[src/rtl/gfx_scanin_adc.sv]
// Frame-capture front end: narrows an rgb30 video stream to rgb32 (opaque alpha)
// and writes each pixel into VRAM as an lsw/msw pair through an Avalon-MM master.

package gfx_defs;
  localparam int GFX_X_RES = 8;
  localparam int GFX_Y_RES = 4;

  typedef logic [15:0] half_coord;
  typedef logic [15:0] linear_coord;
  typedef logic [15:0] vram_word;

  typedef struct packed {
    logic [9:0] r;
    logic [9:0] g;
    logic [9:0] b;
  } rgb30;

  typedef struct packed {
    logic [7:0] a;
    logic [7:0] r;
    logic [7:0] g;
    logic [7:0] b;
  } rgb32;
endpackage

module gfx_scanin_adc
  import gfx_defs::*;
(
  input  logic       clk,
  input  logic       rst_n,
  input  logic       enable,
  input  half_coord  fb_base,
  input  logic       scan_valid,
  output logic       scan_ready,
  input  logic       scan_startofpacket,
  input  logic       scan_endofpacket,
  input  rgb30       scan_data,
  output logic       fb_write,
  output half_coord  fb_address,
  output vram_word   fb_writedata,
  input  logic       fb_waitrequest,
  output logic       frame_done,
  output logic       frame_err
);

  localparam linear_coord MAX_ADDR = linear_coord'(GFX_X_RES * GFX_Y_RES - 1);

  typedef enum logic [1:0] {
    S_SYNC,
    S_WAIT,
    S_WR_LO,
    S_WR_HI
  } state_t;

  state_t      state_q, state_d;
  linear_coord pixel_addr_q, pixel_addr_d;
  half_coord   base_q, base_d;
  rgb32        hold_q, hold_d;
  logic        last_q, last_d;
  logic        ok_q, ok_d;
  logic        scan_ready_q, scan_ready_d;
  logic        fb_write_q, fb_write_d;
  half_coord   fb_address_q, fb_address_d;
  vram_word    fb_writedata_q, fb_writedata_d;
  logic        frame_done_q, frame_done_d;
  logic        frame_err_q, frame_err_d;

  logic beat;
  logic capture;

  function automatic rgb32 narrow(input rgb30 px);
    rgb32 res;
    res.a = 8'hff;
    res.r = px.r[9:2];
    res.g = px.g[9:2];
    res.b = px.b[9:2];
    return res;
  endfunction

  assign beat = scan_valid && scan_ready_q;

  always_comb begin
    // NOTE: every _d starts from its _q (or a pulse default) so no path leaves a
    // variable unassigned; that is what keeps this block free of inferred latches.
    state_d        = state_q;
    pixel_addr_d   = pixel_addr_q;
    base_d         = base_q;
    hold_d         = hold_q;
    last_d         = last_q;
    ok_d           = ok_q;
    scan_ready_d   = scan_ready_q;
    fb_write_d     = fb_write_q;
    fb_address_d   = fb_address_q;
    fb_writedata_d = fb_writedata_q;
    frame_done_d   = 1'b0;
    frame_err_d    = 1'b0;
    capture        = 1'b0;

    unique case (state_q)
      S_SYNC, S_WAIT: begin
        if (beat) begin
          if (scan_startofpacket) begin
            // A sop seen mid-frame is a resync: the old frame is abandoned.
            frame_err_d = (state_q == S_WAIT);
            if (enable) begin
              base_d       = fb_base;
              pixel_addr_d = '0;
              capture      = 1'b1;
            end else begin
              state_d = S_SYNC;
            end
          end else if (state_q == S_WAIT) begin
            capture = 1'b1;
          end
        end
      end
      S_WR_LO: begin
        if (!fb_waitrequest) begin
          state_d        = S_WR_HI;
          fb_address_d   = half_coord'(fb_address_q + 16'd1);
          fb_writedata_d = hold_q[31:16];
        end
      end
      S_WR_HI: begin
        if (!fb_waitrequest) begin
          fb_write_d   = 1'b0;
          scan_ready_d = 1'b1;
          if (last_q) begin
            state_d      = S_SYNC;
            pixel_addr_d = '0;
            frame_done_d = ok_q;
            frame_err_d  = !ok_q;
          end else begin
            state_d      = S_WAIT;
            pixel_addr_d = linear_coord'(pixel_addr_q + 16'd1);
          end
        end
      end
      default: state_d = S_SYNC;
    endcase

    // Shared by the first beat of a frame and every in-frame beat.
    if (capture) begin
      hold_d         = narrow(scan_data);
      last_d         = scan_endofpacket || (pixel_addr_d == MAX_ADDR);
      ok_d           = scan_endofpacket && (pixel_addr_d == MAX_ADDR);
      state_d        = S_WR_LO;
      scan_ready_d   = 1'b0;
      fb_write_d     = 1'b1;
      fb_address_d   = half_coord'(base_d + (half_coord'(pixel_addr_d) << 1));
      fb_writedata_d = hold_d[15:0];
    end
  end

  // NOTE: state is updated with non-blocking assignments only, so every flop
  // samples the same pre-edge values regardless of statement order.
  always_ff @(posedge clk or negedge rst_n) begin
    if (!rst_n) begin
      state_q        <= S_SYNC;
      pixel_addr_q   <= '0;
      base_q         <= '0;
      hold_q         <= '0;
      last_q         <= 1'b0;
      ok_q           <= 1'b0;
      scan_ready_q   <= 1'b1;
      fb_write_q     <= 1'b0;
      fb_address_q   <= '0;
      fb_writedata_q <= '0;
      frame_done_q   <= 1'b0;
      frame_err_q    <= 1'b0;
    end else begin
      state_q        <= state_d;
      pixel_addr_q   <= pixel_addr_d;
      base_q         <= base_d;
      hold_q         <= hold_d;
      last_q         <= last_d;
      ok_q           <= ok_d;
      scan_ready_q   <= scan_ready_d;
      fb_write_q     <= fb_write_d;
      fb_address_q   <= fb_address_d;
      fb_writedata_q <= fb_writedata_d;
      frame_done_q   <= frame_done_d;
      frame_err_q    <= frame_err_d;
    end
  end

  assign scan_ready   = scan_ready_q;
  assign fb_write     = fb_write_q;
  assign fb_address   = fb_address_q;
  assign fb_writedata = fb_writedata_q;
  assign frame_done   = frame_done_q;
  assign frame_err    = frame_err_q;

endmodule

[config.mk]
export PLATFORM = sky130hd
export DESIGN_NAME = gfx_scanin_adc
export DESIGN_NICKNAME = d
export VERILOG_FILES = /design/src/rtl/gfx_scanin_adc.sv
export SDC_FILE = /design/constraint.sdc
export NUM_CORES = 1
export LEC_CHECK = 0
export CORE_MARGIN = 3
export CORE_UTILIZATION = 52
export DETAILED_ROUTE_END_ITERATION = 7
export PLACE_DENSITY_LB_ADDON = 0.08
export SYNTH_ARGS = -nofsm -noshare
export SYNTH_HDL_FRONTEND = slang
export SYNTH_SLANG_ARGS = --single-unit
[constraint.sdc]
create_clock -name clk -period 4.15 [get_ports clk]
set_clock_uncertainty 0.05 [all_clocks]
set_input_delay 0.6225 -clock clk [delete_from_list [all_inputs] [get_ports clk]]
set_output_delay 0.6225 -clock clk [all_outputs]
set_load 0.05 [all_outputs]
# --- Word-level counts from Yosys, hierarchy flattened ---
# Cells that the tools add are included.
word_totals:
  reg_bits: 81
  latch_bits: 0
  mem_bits_rw: 0
  mem_bits_ro: 0
  in_bits: 53
  output_inout_bits: 36
  wordCells: 80
  mem_count: 0
classes:
  add_sub_neg: 3
  n_mul: 0
  div: 0
  n_lt_le_gt_ge: 0
  eq_ne: 10
  shift: 0
  n_mux: 43
  bitwise_logic: 0
  reduce_logical: 11
ops:
  columns: ["operator", "n"]
  rows:
  - ["16-bit two-way mux", 15]
  - ["16-bit by 1-bit adder with 16-bit output, second input constant", 2]
  - ["16-bit case mux with 2 select lines", 1]
  - ["1-bit two-way mux", 19]
  - ["16-bit adder", 1]
  - ["16-bit by 5-bit equality test with 1-bit output, second input constant", 1]
  - ["3-bit != test, second input constant", 5]
  - ["2-bit two-way mux", 6]
  - ["2-bit case mux with 3 select lines", 1]
  - ["5-bit AND reduction", 1]
  - ["2-bit equality test, second input constant", 2]
  - ["2-bit AND reduction", 2]
  - ["2-bit nonzero test", 2]
  - ["2-bit by 1-bit equality test with 1-bit output, second input constant", 1]
  - ["1-bit logical AND", 2]
  - ["2-bit zero test", 1]
  - ["2-bit by 1-bit != test with 1-bit output, second input constant", 1]
  - ["1-bit case mux with 2 select lines", 1]
  - ["2-bit OR reduction", 1]
  - ["1-bit zero test", 1]
  - ["1-bit logical OR", 1]

# --- Depth between registers and ports, before layout ---
logic_depth:
  ltp_word: 7
  depth_mapped: 16
  depth_no_buf: 14

# --- Worst setup path before layout ---
# OpenSTA, ideal clock, no wires.
synth_timing:
  path_kind: "register -> register"
  from: "reg scan_ready_q (netlist: scan_ready)"
  to: "reg fb_address_q[15] (netlist: fb_address[15])"
  setup_time_ns: 0.137
  arrival_time_ns: 3.597
  required_ns: 3.963
  setup_slack_ns: 0.366
  stages_incl_launch_ff: 14
  n_path_buf: 1
  period_less_slack_ns: 3.784
  cell_sequence: "dfstp_2 > nand3b_4 > nor2_2 > clkbuf_1 > mux2_2 > ha_1 > fa_1 > a211oi_1 > o21a_1 > o31ai_1 > o21ai_0 > o21ai_0 > xnor2_1 > a21oi_1"
synth_via:
  elab_chain_len: 5
  word_cells_on_any_way: 12
  cone_classes: "add/sub: 1; eq/ne: 1; mux: 7; reduce/logical: 3"
synth_rtl:
  columns: ["element", "line", "rtl"]
  rows:
  - ["from (decl)", "61", "logic scan_ready_q, scan_ready_d;"]
  - ["from (signal assigned)", "178", "scan_ready_q <= scan_ready_d;"]
  - ["1-bit logical AND", "80", "assign beat = scan_valid && scan_ready_q;"]
  - ["16-bit two-way mux", "101", "if (beat) begin"]
  - ["16-bit two-way mux", "99", "unique case (state_q)"]
  - ["via base_d[1]", "57", "half_coord base_q, base_d;"]
  - ["16-bit adder", "150", "fb_address_d = half_coord'(base_d + (half_coord'(pixel_addr_d) << 1));"]
  - ["16-bit two-way mux", "143", "if (capture) begin"]
  - ["to (signal assigned)", "180", "fb_address_q <= fb_address_d;"]
  - ["to (decl)", "63", "half_coord fb_address_q, fb_address_d;"]
# The timed path passes the listed nets, and every way through them passes these cells.
# A chain may end at the register's enable or synchronous reset.

# --- Final worst setup path ---
layout_timing:
  from: "in scan_startofpacket"
  to: "reg fb_address_q[15] (netlist: fb_address[15])"
layout_via:
  elab_chain_len: 5
  word_cells_on_any_way: 14
  cone_classes: "add/sub: 1; eq/ne: 1; mux: 10; reduce/logical: 2"
layout_rtl:
  columns: ["element", "line", "rtl"]
  rows:
  - ["from (decl)", "35", "input logic scan_startofpacket,"]
  - ["16-bit two-way mux", "102", "if (scan_startofpacket) begin"]
  - ["16-bit two-way mux", "101", null]
  - ["16-bit two-way mux", "99", null]
  - ["via base_d[2]", "57", null]
  - ["16-bit adder", "150", null]
  - ["16-bit two-way mux", "143", null]
# The timed path passes the listed nets, and every way through them passes these cells.

==> metrics.cfg <==
[place]
hpwlAfterDp_mm = 8.401
gp_congestion = 0.9089
placed_cells = 677
port_buffers = 82

[sta]
maxSlewViolCount = 0
max_freq_ghz = 0.2651
setup_viol = 0
layout_min_cycle_time_ns = 3.772
hold_violations = 0
finalCritPeriodShare = 0.9088
slew_headroom = 0.3104
rsz0062_at_grt = no
worst_slew_pin_slew_ns = 1.034
tns_ns = 0

[critical_path]
crit_path_end_kind = flop
required_ns = 4.31
critical_path_class = input pin to flop
r2r_slack_ns = 0.61
cp.arrival_ns = 3.94
worstReg2RegStart = state_q[0]
r2r_cells = 13
r2r_end = fb_address[14]
worstPathMaxFanout = 6
critPathLaunchType = input pin

[yosys]
async_flop_share = 1.000
ys_warn_count = 0
synth_edf_count = 0
syn_area_per_cell_sq_um = 9.309
netlist_area_sq_um = 4506
synth_top_cell_by_area = dfrtp_1
synth.ff_latch_count = 81
synth-seq-area-share = 0.4502
synth_area_leaders = dfrtp_1 44%, nand2_1 6.7%, o21ai_0 4.8%
synth_cell_types = 60
yosysTopAreaCellShare = 0.4443
synthCells = 484
synth_nets = 554
synth_ff_type = dfrtp_1

[clocking]
ctsHoldBuffers = 0
worstSkewPairLatency_ns = 0.35
root_buffer = clkbuf_8
cts_setup_buffers = 0
clk_pin_slew_ns = 0.08
numCtsBuffers = 9
htree_levels = 3
tritoncts = yes
max-clock-path-buffers = 2
clock-sinks = 81
ctsResizeCount = 0

[detailed_routing]
post_drt_wl_per_cell_um = 16.54
drc = 0
first_pass_iters = 4
num_vias = 4001
drtAntennaViolNets = 0
drt_iter0_markers = 170
drt_wl_total_mm = 11.46
via_per_inst = 5.773

[floorplanning]
ios = 89
core_area_sq_um = 8299
start_util = 0.5429
die_area_sq_um = 9818
rows = 33
die_w_um = 99.09
die_h_um = 99.09

[global_routing]
grt-ovfl-total = 0
grt_use_total = 0.2459
first_global_vias = 4045
grtUsageMet2 = 0.3895
busiest_layer = met2
grtUsageMet1 = 0.3512
grt_pass1_wl_mm = 19.41
grt_max_degree = 82
met3_usage = 0.04317
antenna_found_initial = 0

[final_layout]
layout.nets = 653
final_cell_mix = 81 x nand2_1, 81 x clkdlybuf4s50_1, 80 x dfrtp_1
drive_gt1_frac = 0.1310
area_growth_pct = 28.41
diodes = 0
stdcell_count = 693

[worst_hold_path]
hp-class = input pin to async pin

[run_status]
status = complete, no violations

[pwr]
p_per_area_nw_per_um2 = 673.3
leakage_nw = 2.513
total_power_mw = 3.896
vdd.ir_drop.worst_mv = 0.4913

[flow_run]
maxCapViolations = 0

-- registers in the layout, summed over array words and instances, names as in the netlist, 2 cells and up --
register	count
base_q	16
state_q	2
fb_writedata	16
fb_address	16
hold_q	9
pixel_addr_q	16
-- worst max-delay path by stage --
stage,startpoint,end,slack (ns),cells after the start
after global placement,scan_startofpacket,fb_address[12],0.12,13
after CTS,scan_startofpacket,fb_address[15],0.43,13
final,scan_startofpacket,fb_address[15],0.38,13
after floorplan,scan_ready,fb_address[15],0.37,13
after global routing,scan_startofpacket,fb_address[15],0.18,13
after detailed placement,scan_startofpacket,fb_address[15],0.07,13
-- Yosys cell counts, drive strengths merged, types with 3 or more instances --
master / instances
nand2: 82
dfrtp: 80
o21ai: 47
nor2: 26
a21oi: 23
mux2: 18
ha: 16
nand3: 16
xnor2: 16
a31oi: 15
clkbuf: 14
nand4: 12
nor3: 12
xor2: 12
a21o: 9
buf: 8
and3: 7
inv: 7
nand2b: 6
o31ai: 6
or3: 5
nor2b: 4
or2: 4
nor4: 3
o21a: 3
o41ai: 3
-- kinds of logic after synthesis --
logic type	after synthesis	share of synthesized area
mux	20	0.04943
flops	81	0.4502
xor+xnor	28	0.05443
compound gates	120	0.1655
simple gates	189	0.2049
buf+inv	29	0.02666
fa+ha+maj	17	0.04888
-- layout make-up --
type	count	area, sq um
Fill cell	657	2514
Multi-Input combinational cell	374	2369
Sequential cell	81	2028
Timing Repair Buffer	110	1028
Clock buffer	10	137.6
Tap cell	105	131.4
Clock inverter	6	65.06
Inverter	7	26.28
-- layer usage --
metal  vias up  share of wire
met5         -              0
met4         0          0.011
met3        11          0.049
met2       111           0.49
met1      1958           0.45
li1       1921              -
-- metrics by stage --
step	hold slack [ns]	setup WS (ns)	utilization	area [sq um]
2_1_floorplan	0.2769	0.3663	-	4506
3_3_place_gp	0.3911	0.1219	0.6727	5583
3_5_place_dp	0.4000	0.06817	0.6727	5583
4_1_cts	0.4236	0.4300	0.6971	5786
5_1_grt	0.4409	0.1832	0.6971	5786
6_report	0.3611	0.3783	0.6971	5786
-- where the power goes --
group	switching (mW)	internal (mW)	leakage, nW
Sequential	0.222	1.10	1.02
Combinational	1.21	0.767	1.39
Clock	0.299	0.296	0.103
-- worst max-delay path, cell delays in order --
cell and delay (ns):
clkdlybuf4s50_1 0.53, nand2_1 0.17, nor2_2 0.22, buf_4 0.20, mux2_2 0.38, fa_1 0.49, a211oi_1 0.30, o21a_1 0.20
o31ai_1 0.10, o21ai_0 0.30, o21ai_0 0.18, xnor2_1 0.17, a21oi_1 0.08
No activity file was read; power rests on OpenSTA's default activity.
